<file path="src/rtl/serial_link_pkg.sv">
// Shared definitions for the LSB-first serial link (transmitter and receiver).
package serial_link_pkg;

  localparam int unsigned SERIAL_WORD_LENGTH = 8;

  typedef enum logic {
    IDLE    = 1'b0,
    RECEIVE = 1'b1
  } rx_state_t;

endpackage : serial_link_pkg

</file>
<file path="src/rtl/sipo_lsb_receiver_if.sv">
// Receiver-side bundle of the serial link: frame strobes, serial data and the
// parallel-word valid/ack handshake.
//   master : drives start/shift/serialInput/ack, observes the receiver outputs
//   slave  : the receiver itself
interface sipo_lsb_receiver_if
  import serial_link_pkg::*;
#(
  parameter int unsigned WORD_LENGTH = SERIAL_WORD_LENGTH
);

  logic                   start;
  logic                   shift;
  logic                   serialInput;
  logic                   ack;
  logic [WORD_LENGTH-1:0] parallelOutput;
  logic                   valid;
  logic                   busy;
  logic                   overrun;

  modport master (
    output start, shift, serialInput, ack,
    input  parallelOutput, valid, busy, overrun
  );

  modport slave (
    input  start, shift, serialInput, ack,
    output parallelOutput, valid, busy, overrun
  );

endinterface : sipo_lsb_receiver_if

</file>
<file path="src/rtl/sipo_lsb_receiver_bit_counter.sv">
// Bit position counter for one frame.
//   clk, rst     : clock, async active-low reset
//   i_clear      : synchronous clear (wins over enable)
//   i_enable     : count up by one
//   o_count      : current bit index
//   o_terminal_c : combinational, high when o_count == WORD_LENGTH-1
module bit_counter
  import serial_link_pkg::*;
#(
  parameter  int unsigned WORD_LENGTH = SERIAL_WORD_LENGTH,
  localparam int unsigned CNT_W       = $clog2(WORD_LENGTH)
) (
  input  logic             clk,
  input  logic             rst,
  input  logic             i_clear,
  input  logic             i_enable,
  output logic [CNT_W-1:0] o_count,
  output logic             o_terminal_c
);

  logic [CNT_W-1:0] r_count;

  // The owner clears on the terminal bit, so the counter never wraps.
  always_ff @(posedge clk or negedge rst) begin
    if (!rst) begin
      r_count <= '0;
    end else if (i_clear) begin
      r_count <= '0;
    end else if (i_enable) begin
      r_count <= r_count + CNT_W'(1);
    end
  end

  assign o_count      = r_count;
  assign o_terminal_c = (r_count == CNT_W'(WORD_LENGTH - 1));

endmodule : bit_counter

</file>
<file path="src/rtl/sipo_lsb_receiver.sv">
// LSB-first serial-in/parallel-out receiver with valid/ack output register
// and sticky overrun flag.
//   clk, rst : clock, async active-low reset
//   bus      : start/shift/serialInput/ack in; parallelOutput/valid/busy/overrun out
module sipo_lsb_receiver
  import serial_link_pkg::*;
#(
  parameter int unsigned WORD_LENGTH = SERIAL_WORD_LENGTH
) (
  input  logic                 clk,
  input  logic                 rst,
  sipo_lsb_receiver_if.slave   bus
);

  localparam int unsigned CNT_W = $clog2(WORD_LENGTH);

  rx_state_t              r_state;
  rx_state_t              w_next_state;
  logic [WORD_LENGTH-1:0] r_sr;
  logic [WORD_LENGTH-1:0] r_pout;
  logic                   r_valid;
  logic                   r_overrun;

  logic                   w_cnt_clear;
  logic                   w_cnt_en;
  logic                   w_take_bit;
  logic                   w_complete;
  logic                   w_terminal;
  logic [CNT_W-1:0]       w_count;
  logic [WORD_LENGTH-1:0] w_shifted;

  bit_counter #(
    .WORD_LENGTH (WORD_LENGTH)
  ) u_bit_counter (
    .clk          (clk),
    .rst          (rst),
    .i_clear      (w_cnt_clear),
    .i_enable     (w_cnt_en),
    .o_count      (w_count),
    .o_terminal_c (w_terminal)
  );

  assign w_shifted = {bus.serialInput, r_sr[WORD_LENGTH-1:1]};

  // State register
  always_ff @(posedge clk or negedge rst) begin
    if (!rst) begin
      r_state <= IDLE;
    end else begin
      r_state <= w_next_state;
    end
  end

  // Next state and counter control; start overrides a coincident shift
  always_comb begin
    w_next_state = r_state;
    w_cnt_clear  = 1'b0;
    w_cnt_en     = 1'b0;
    w_take_bit   = 1'b0;
    w_complete   = 1'b0;
    if (bus.start) begin
      w_next_state = RECEIVE;
      w_cnt_clear  = 1'b1;
    end else if (r_state == RECEIVE && bus.shift) begin
      w_take_bit = 1'b1;
      if (w_terminal) begin
        w_complete   = 1'b1;
        w_cnt_clear  = 1'b1;
        w_next_state = IDLE;
      end else begin
        w_cnt_en = 1'b1;
      end
    end
  end

  // Shift register, output word and handshake flags
  always_ff @(posedge clk or negedge rst) begin
    if (!rst) begin
      r_sr      <= '0;
      r_pout    <= '0;
      r_valid   <= 1'b0;
      r_overrun <= 1'b0;
    end else begin
      if (bus.start) begin
        r_sr <= '0;
      end else if (w_take_bit) begin
        r_sr <= w_shifted;
      end

      if (w_complete) begin
        r_pout <= w_shifted;
      end

      if (w_complete) begin
        r_valid <= 1'b1;
      end else if (bus.ack && r_valid) begin
        r_valid <= 1'b0;
      end

      // An ack in the completing cycle consumes the old word, so no overrun
      if (w_complete && r_valid && !bus.ack) begin
        r_overrun <= 1'b1;
      end else if (bus.ack && r_valid) begin
        r_overrun <= 1'b0;
      end
    end
  end

  assign bus.parallelOutput = r_pout;
  assign bus.valid          = r_valid;
  assign bus.busy           = (r_state == RECEIVE);
  assign bus.overrun        = r_overrun;

  logic w_unused;
  assign w_unused = ^w_count;

endmodule : sipo_lsb_receiver

</file>
<file path="src/flat_wrapper.sv">
// flat-port wrapper written by rule: the top's interface ports become plain ports
module sipo_lsb_receiver_flat import serial_link_pkg::*;
#(
  parameter int unsigned WORD_LENGTH = SERIAL_WORD_LENGTH
)
  (clk, rst, bus_start, bus_shift, bus_serialInput, bus_ack, bus_parallelOutput, bus_valid, bus_busy, bus_overrun);
  sipo_lsb_receiver_if #(.WORD_LENGTH(WORD_LENGTH)) bus_i ();
  input  logic clk;
  input  logic rst;
  input wire logic [$bits(bus_i.start)-1:0] bus_start;
  input wire logic [$bits(bus_i.shift)-1:0] bus_shift;
  input wire logic [$bits(bus_i.serialInput)-1:0] bus_serialInput;
  input wire logic [$bits(bus_i.ack)-1:0] bus_ack;
  output wire logic [$bits(bus_i.parallelOutput)-1:0] bus_parallelOutput;
  output wire logic [$bits(bus_i.valid)-1:0] bus_valid;
  output wire logic [$bits(bus_i.busy)-1:0] bus_busy;
  output wire logic [$bits(bus_i.overrun)-1:0] bus_overrun;
  assign bus_i.start = bus_start;
  assign bus_i.shift = bus_shift;
  assign bus_i.serialInput = bus_serialInput;
  assign bus_i.ack = bus_ack;
  assign bus_parallelOutput = bus_i.parallelOutput;
  assign bus_valid = bus_i.valid;
  assign bus_busy = bus_i.busy;
  assign bus_overrun = bus_i.overrun;
  sipo_lsb_receiver #(.WORD_LENGTH(WORD_LENGTH)) u_core (.clk(clk), .rst(rst), .bus(bus_i));
endmodule
</file>
<file path="config.mk">
export PLATFORM = sky130hd
export DESIGN_NAME = sipo_lsb_receiver_flat
export DESIGN_NICKNAME = d
export VERILOG_FILES = /design/src/rtl/serial_link_pkg.sv /design/src/rtl/sipo_lsb_receiver_if.sv /design/src/rtl/sipo_lsb_receiver_bit_counter.sv /design/src/rtl/sipo_lsb_receiver.sv /design/src/flat_wrapper.sv
export SDC_FILE = /design/constraint.sdc
export NUM_CORES = 1
export LEC_CHECK = 0
export CORE_MARGIN = 4
export CORE_UTILIZATION = 54
export DETAILED_ROUTE_END_ITERATION = 8
export PLACE_DENSITY = 0.88
export SLEW_MARGIN = 15
export SYNTH_ARGS = -nofsm -noshare
export SYNTH_HDL_FRONTEND = slang
export SYNTH_SLANG_ARGS = --single-unit
</file>
<file path="constraint.sdc">
create_clock -name clk -period 3.1 [get_ports clk]
set_clock_uncertainty 0.1 [all_clocks]
set_input_delay 0.62 -clock clk [delete_from_list [all_inputs] [get_ports clk]]
set_output_delay 0.62 -clock clk [all_outputs]
set_load 0.005 [all_outputs]
</file>
## Word level (Yosys, flattened, before mapping)

Cells that the tools add are included.

- Add/sub/neg operators: 1
- Reduce and logical (&&, ||, !) cells: 12
- Equal/unequal tests: 1
- Multiplexer cells: 19

Operators by type and width:

| cell | count |
|---|---|
| $mux W8 | 2 |
| $mux W1 | 15 |
| $reduce_bool A2 Y1 | 6 |
| $mux W3 | 2 |
| $logic_and A1 B1 Y1 | 4 |
| $add A3 B1 Y3 const B | 1 |
| $eq A3 B3 Y1 const B | 1 |
| $reduce_and A2 Y1 | 1 |
| $logic_not A1 Y1 | 1 |

- Output and inout bits: 11
- Bits in registers: 22
- Input port bits: 6
- Word-level logic and storage cells: 39

## Depth between registers and ports, before layout

- Word-level depth: 7
- Mapped depth: 4
- Depth with buffers taken out: 4

## Modules after synthesis

A second synthesis with hierarchy kept.

- Cell total of the unflattened synthesis: 75
- Area, all modules: 969.7 sq um

Modules (own cells, without submodules):

| module | sequential area each (sq um) | cells each | times used | area each (sq um) |
|---|---|---|---|---|
| sipo_lsb_receiver | 450.4 | 64 | 1 | 829.5 |
| bit_counter | 75.1 | 11 | 1 | 140.1 |

## Worst setup path after synthesis

Ideal clock, no wire load.

- Path kind: register -> register
- From: register u_core.u_bit_counter.r_count[0], in the netlist u_core.u_bit_counter.o_count[0]
- To: register u_core.r_pout[0], in the netlist u_core.bus.parallelOutput[0]
- Data required time: 2875 ps
- Arrival time: 1280 ps
- Stages on the path, launching flop included: 5
- Path slack: 1595 ps
- Path buffers: 0
- Setup time: 125 ps
- Clock period less this slack: 1505 ps
- Cells stage by stage: dfrtp_1 ha_1 ha_1 nand4b_4 mux2_2

- Word-level cells in the longest chain between the ends: 4

Ends and longest elaborated chain:

| item | line | text |
|---|---|---|
| from (decl) | sipo_lsb_receiver_bit_counter.sv:21 | `logic [CNT_W-1:0] r_count;` |
| from (signal assigned) | sipo_lsb_receiver_bit_counter.sv:30 | `r_count <= r_count + CNT_W'(1);` |
| $eq A3 B3 Y1 | sipo_lsb_receiver_bit_counter.sv:35 | `assign o_terminal_c = (r_count == CNT_W'(WORD_LENGTH - 1));` |
| $mux W1 | sipo_lsb_receiver.sv:66 | `if (w_terminal) begin` |
| $mux W1 | sipo_lsb_receiver.sv:64 | `end else if (r_state == RECEIVE && bus.shift) begin` |
| $mux W1 | sipo_lsb_receiver.sv:61 | `if (bus.start) begin` |
| to (signal assigned) | sipo_lsb_receiver.sv:91 | `r_pout <= w_shifted;` |
| to (decl) | sipo_lsb_receiver.sv:20 | `logic [WORD_LENGTH-1:0] r_pout;` |

Every way passes these cells.
A chain may end at the register's enable or synchronous reset.

## Final worst setup path

- From: register u_core.r_valid, in the netlist u_core.bus.valid
- To: output port bus_valid

RTL lines:

| item | line | text |
|---|---|---|
| from (decl) | sipo_lsb_receiver.sv:21 | `logic r_valid;` |
| from (signal assigned) | sipo_lsb_receiver.sv:81 | `r_valid <= 1'b0;` |
| from (signal assigned) | sipo_lsb_receiver.sv:95 | `r_valid <= 1'b1;` |
| from (signal assigned) | sipo_lsb_receiver.sv:97 | `r_valid <= 1'b0;` |
| to (decl) | flat_wrapper.sv:15 | `output wire logic [$bits(bus_i.valid)-1:0] bus_valid;` |

No word-level cell between the ends.

==> flow_summary.toml <==
[finish]
final_common_cell = "dfrtp_1"
drive_above_1_share_pct = 27.2
layout_common_cells = "dfrtp_1, clkdlybuf4s50_1, a21bo_2, a21oi_1, mux2_2"
area_growth_pct = 21.1
finalNetCount = 101
diodes = 0
fillCellCount = 117

[critical_path]
crit_arrival_ns = 1.21
critical_path.top_delay_family = "buffers and inverters"
path_buf_inv = 1
path_cells = "clkdlybuf4s50_1"
cp_slowest_cell = "clkdlybuf4s50_1"
cp-end-kind = "primary output"
cp.required_ns = 2.38
cp-start-kind = "flop"
path_class = "reg2out"
cp_max_fo = 4
max_stage_delay_ns = 0.51

[timing]
clock.fmax_ghz = 0.518
slew_headroom_pct = 40.1
rsz0062_at_grt = "no"
slew_violations = 0
layout_setup_ws_ns = 1.17
holdWs_ns = 0.414
worstMarginPinSlew_ns = 0.895
finalCritPeriodShare_pct = 62.3
setup_viol = 0
min_period_ns = 1.93
final-hold-violation-count = 0
setup-tns-final_ns = 0

[detailed_routing]
vias = 620
wl_mm = 1.56
drtAntennaViolNets = 0
vias_per_cell = 5.74
drtIter0Drc = 5
wl_per_cell_um = 14.4
drc_errors = 0
drtPass1Iterations = 3

[placement]
gp_congestion = 0.663
dpl_worst_slack_ns = 0.858
io_buffers = 16
hpwl_mm = 1.14

[global_routing]
grt_pass1_wl_mm = 2.74
grt_max_degree = 23
grt_pass1_vias = 625
antenna_found_initial = 0
grt_overflow = 0
grt_usage_pct = 14.0

[synthesis]
ys_ff_latch = 21
syn_area_per_cell_sq_um = 12.6
synth.distinct_cells = 18
yosysSeqAreaShare_pct = 55.7
netlist_area_sq_um = 943
synth_nets = 83
syn_inst = 75
yosys_warnings = 0

[flow_run]
drv_cap = 0

[cts]
cts.sinks = 21
cts_hold_buf = 0
h-tree-depth = 1
cts-root-buf = "clkbuf_4"
clkLatencyLatePin_ns = 0.29
cts_buffer_depth = 2
cts_tree = "built"
post_cts_resized = 0
cts_made_buffers = 3
clk_pin_slew_ns = 0.12
post_cts_buffers = 0

[floorplan]
die_h_um = 49.8
ios = 17
fp.dieArea_sq_um = 2480
die_x_um = 49.8
fp-row-count = 14
start_util_pct = 59.8
core_area_sq_um = 1580

[power]
powerDensity_nw_per_um2 = 382
p_leak_nw = 0.526
power_switching_share_pct = 22.4
cell_internal_pwr_mw = 0.338
power_frac_seq_pct = 64.1
clkPwrFrac_pct = 29.4
power_frac_comb_pct = 6.5
irDropWorstVdd_uv = 313
power.switching_mw = 0.0977

[hold_path]
hp-class = "reg2reg"

[outcome]
status = "completed"
-- state kept, by name, indices dropped and copies added, names as in the netlist --
signal                        flops
u_core.bus.busy                   1
u_core.bus.overrun                1
u_core.bus.parallelOutput         8
u_core.bus.valid                  1
u_core.r_sr                       7
u_core.u_bit_counter.o_count      3
-- synth_stat cells --
cell type,count,area share (%)
inv_1,2,0.80
nand2_1,1,0.40
and2_1,1,0.66
a211oi_1,1,0.80
o21ai_0,1,0.53
nand4b_1,2,1.9
nand3_1,7,3.7
mux2_2,8,9.5
nand4b_4,1,2.5
nand4bb_1,1,1.2
dfrtp_1,21,56
a21bo_2,10,11
buf_2,4,2.1
clkbuf_1,1,0.40
ha_1,2,2.7
a21o_1,1,0.80
nor2_1,1,0.40
a21oi_1,10,5.3
-- path summary, 6_finish.rpt --
kind	startpoint	to	slack (ns)	cells after the start
worst min register to register	u_core.bus.parallelOutput[0]$_DFFE_PN0P_	u_core.bus.parallelOutput[0]$_DFFE_PN0P_	0.41	1
max in group asynchronous	rst	u_core.r_sr[6]$_DFFE_PN0P_	1.63	1
worst max register to register	u_core.u_bit_counter.o_count[0]$_DFFE_PN0P_	u_core.bus.parallelOutput[3]$_DFFE_PN0P_	1.47	4
min in group asynchronous	rst	u_core.bus.overrun$_DFFE_PN0P_	0.72	1
worst min-delay path	u_core.bus.parallelOutput[0]$_DFFE_PN0P_	u_core.bus.parallelOutput[0]$_DFFE_PN0P_	0.41	1
worst max-delay path	u_core.bus.valid$_DFFE_PN0P_	bus_valid	1.17	1
-- area by class of cell --
class | instances | area [sq um] | area share, %
Multi-Input combinational cell | 47 | 387 | 33.8
Inverter | 2 | 7.51 | 0.657
Timing Repair Buffer | 18 | 175 | 15.3
Clock inverter | 1 | 5.00 | 0.438
Clock buffer | 3 | 22.5 | 1.97
Sequential cell | 21 | 526 | 46.0
Tap cell | 16 | 20.0 | 1.75
-- metrics by stage --
| stage | util, % | cell area, sq um | power [mW] | instances |
|---|---|---|---|---|
| final | 72.5 | 1140 | 0.436 | 108 |
| after global routing | 72.5 | 1140 | 0.458 | 108 |
| after CTS | 72.5 | 1140 | 0.441 | 108 |
| after detailed placement | 70.7 | 1110 | 0.314 | 104 |
| after floorplan | - | 943 | 0.298 | 75 |
| after global placement | 70.7 | 1110 | 0.312 | 104 |
-- cells by family (layout without fill, tap and decap cells) --
| family | count (synthesis) | count (layout) | synth area share [%] |
|---|---|---|---|
| AOI/OAI and AO/OA | 23 | 23 | 18.0 |
| adders and majority gates | 2 | 2 | 2.65 |
| buffers and inverters | 7 | 24 | 3.32 |
| and+or+nand+nor | 14 | 14 | 10.7 |
| muxes | 8 | 8 | 9.55 |
| DFF | 21 | 21 | 55.7 |
-- worst reg2reg max path: cells and delay by family, from the launching register on --
family,cells,cell delay [ns]
DFF,1,0.41
and+or+nand+nor,1,0.20
muxes,1,0.36
adders and majority gates,2,0.47
-- power groups by stage --
stage,clock (mW),sequential [mW],combinational (mW)
4_1_cts,0.132,0.280,0.0289
2_1_floorplan,0,0.284,0.0136
3_5_place_dp,0,0.285,0.0289
6_report,0.128,0.279,0.0282
3_3_place_gp,0,0.284,0.0275
5_1_grt,0.146,0.280,0.0318
-- routing by layer --
metal	GRT usage, %	share of wire (%)	vias up
li1	-	-	301
met1	17.6	44	305
met2	24.9	51	12
met3	2.41	4.4	2
met4	2.76	0.58	0
met5	0	0	-
(Power assumes the default switching activity.)
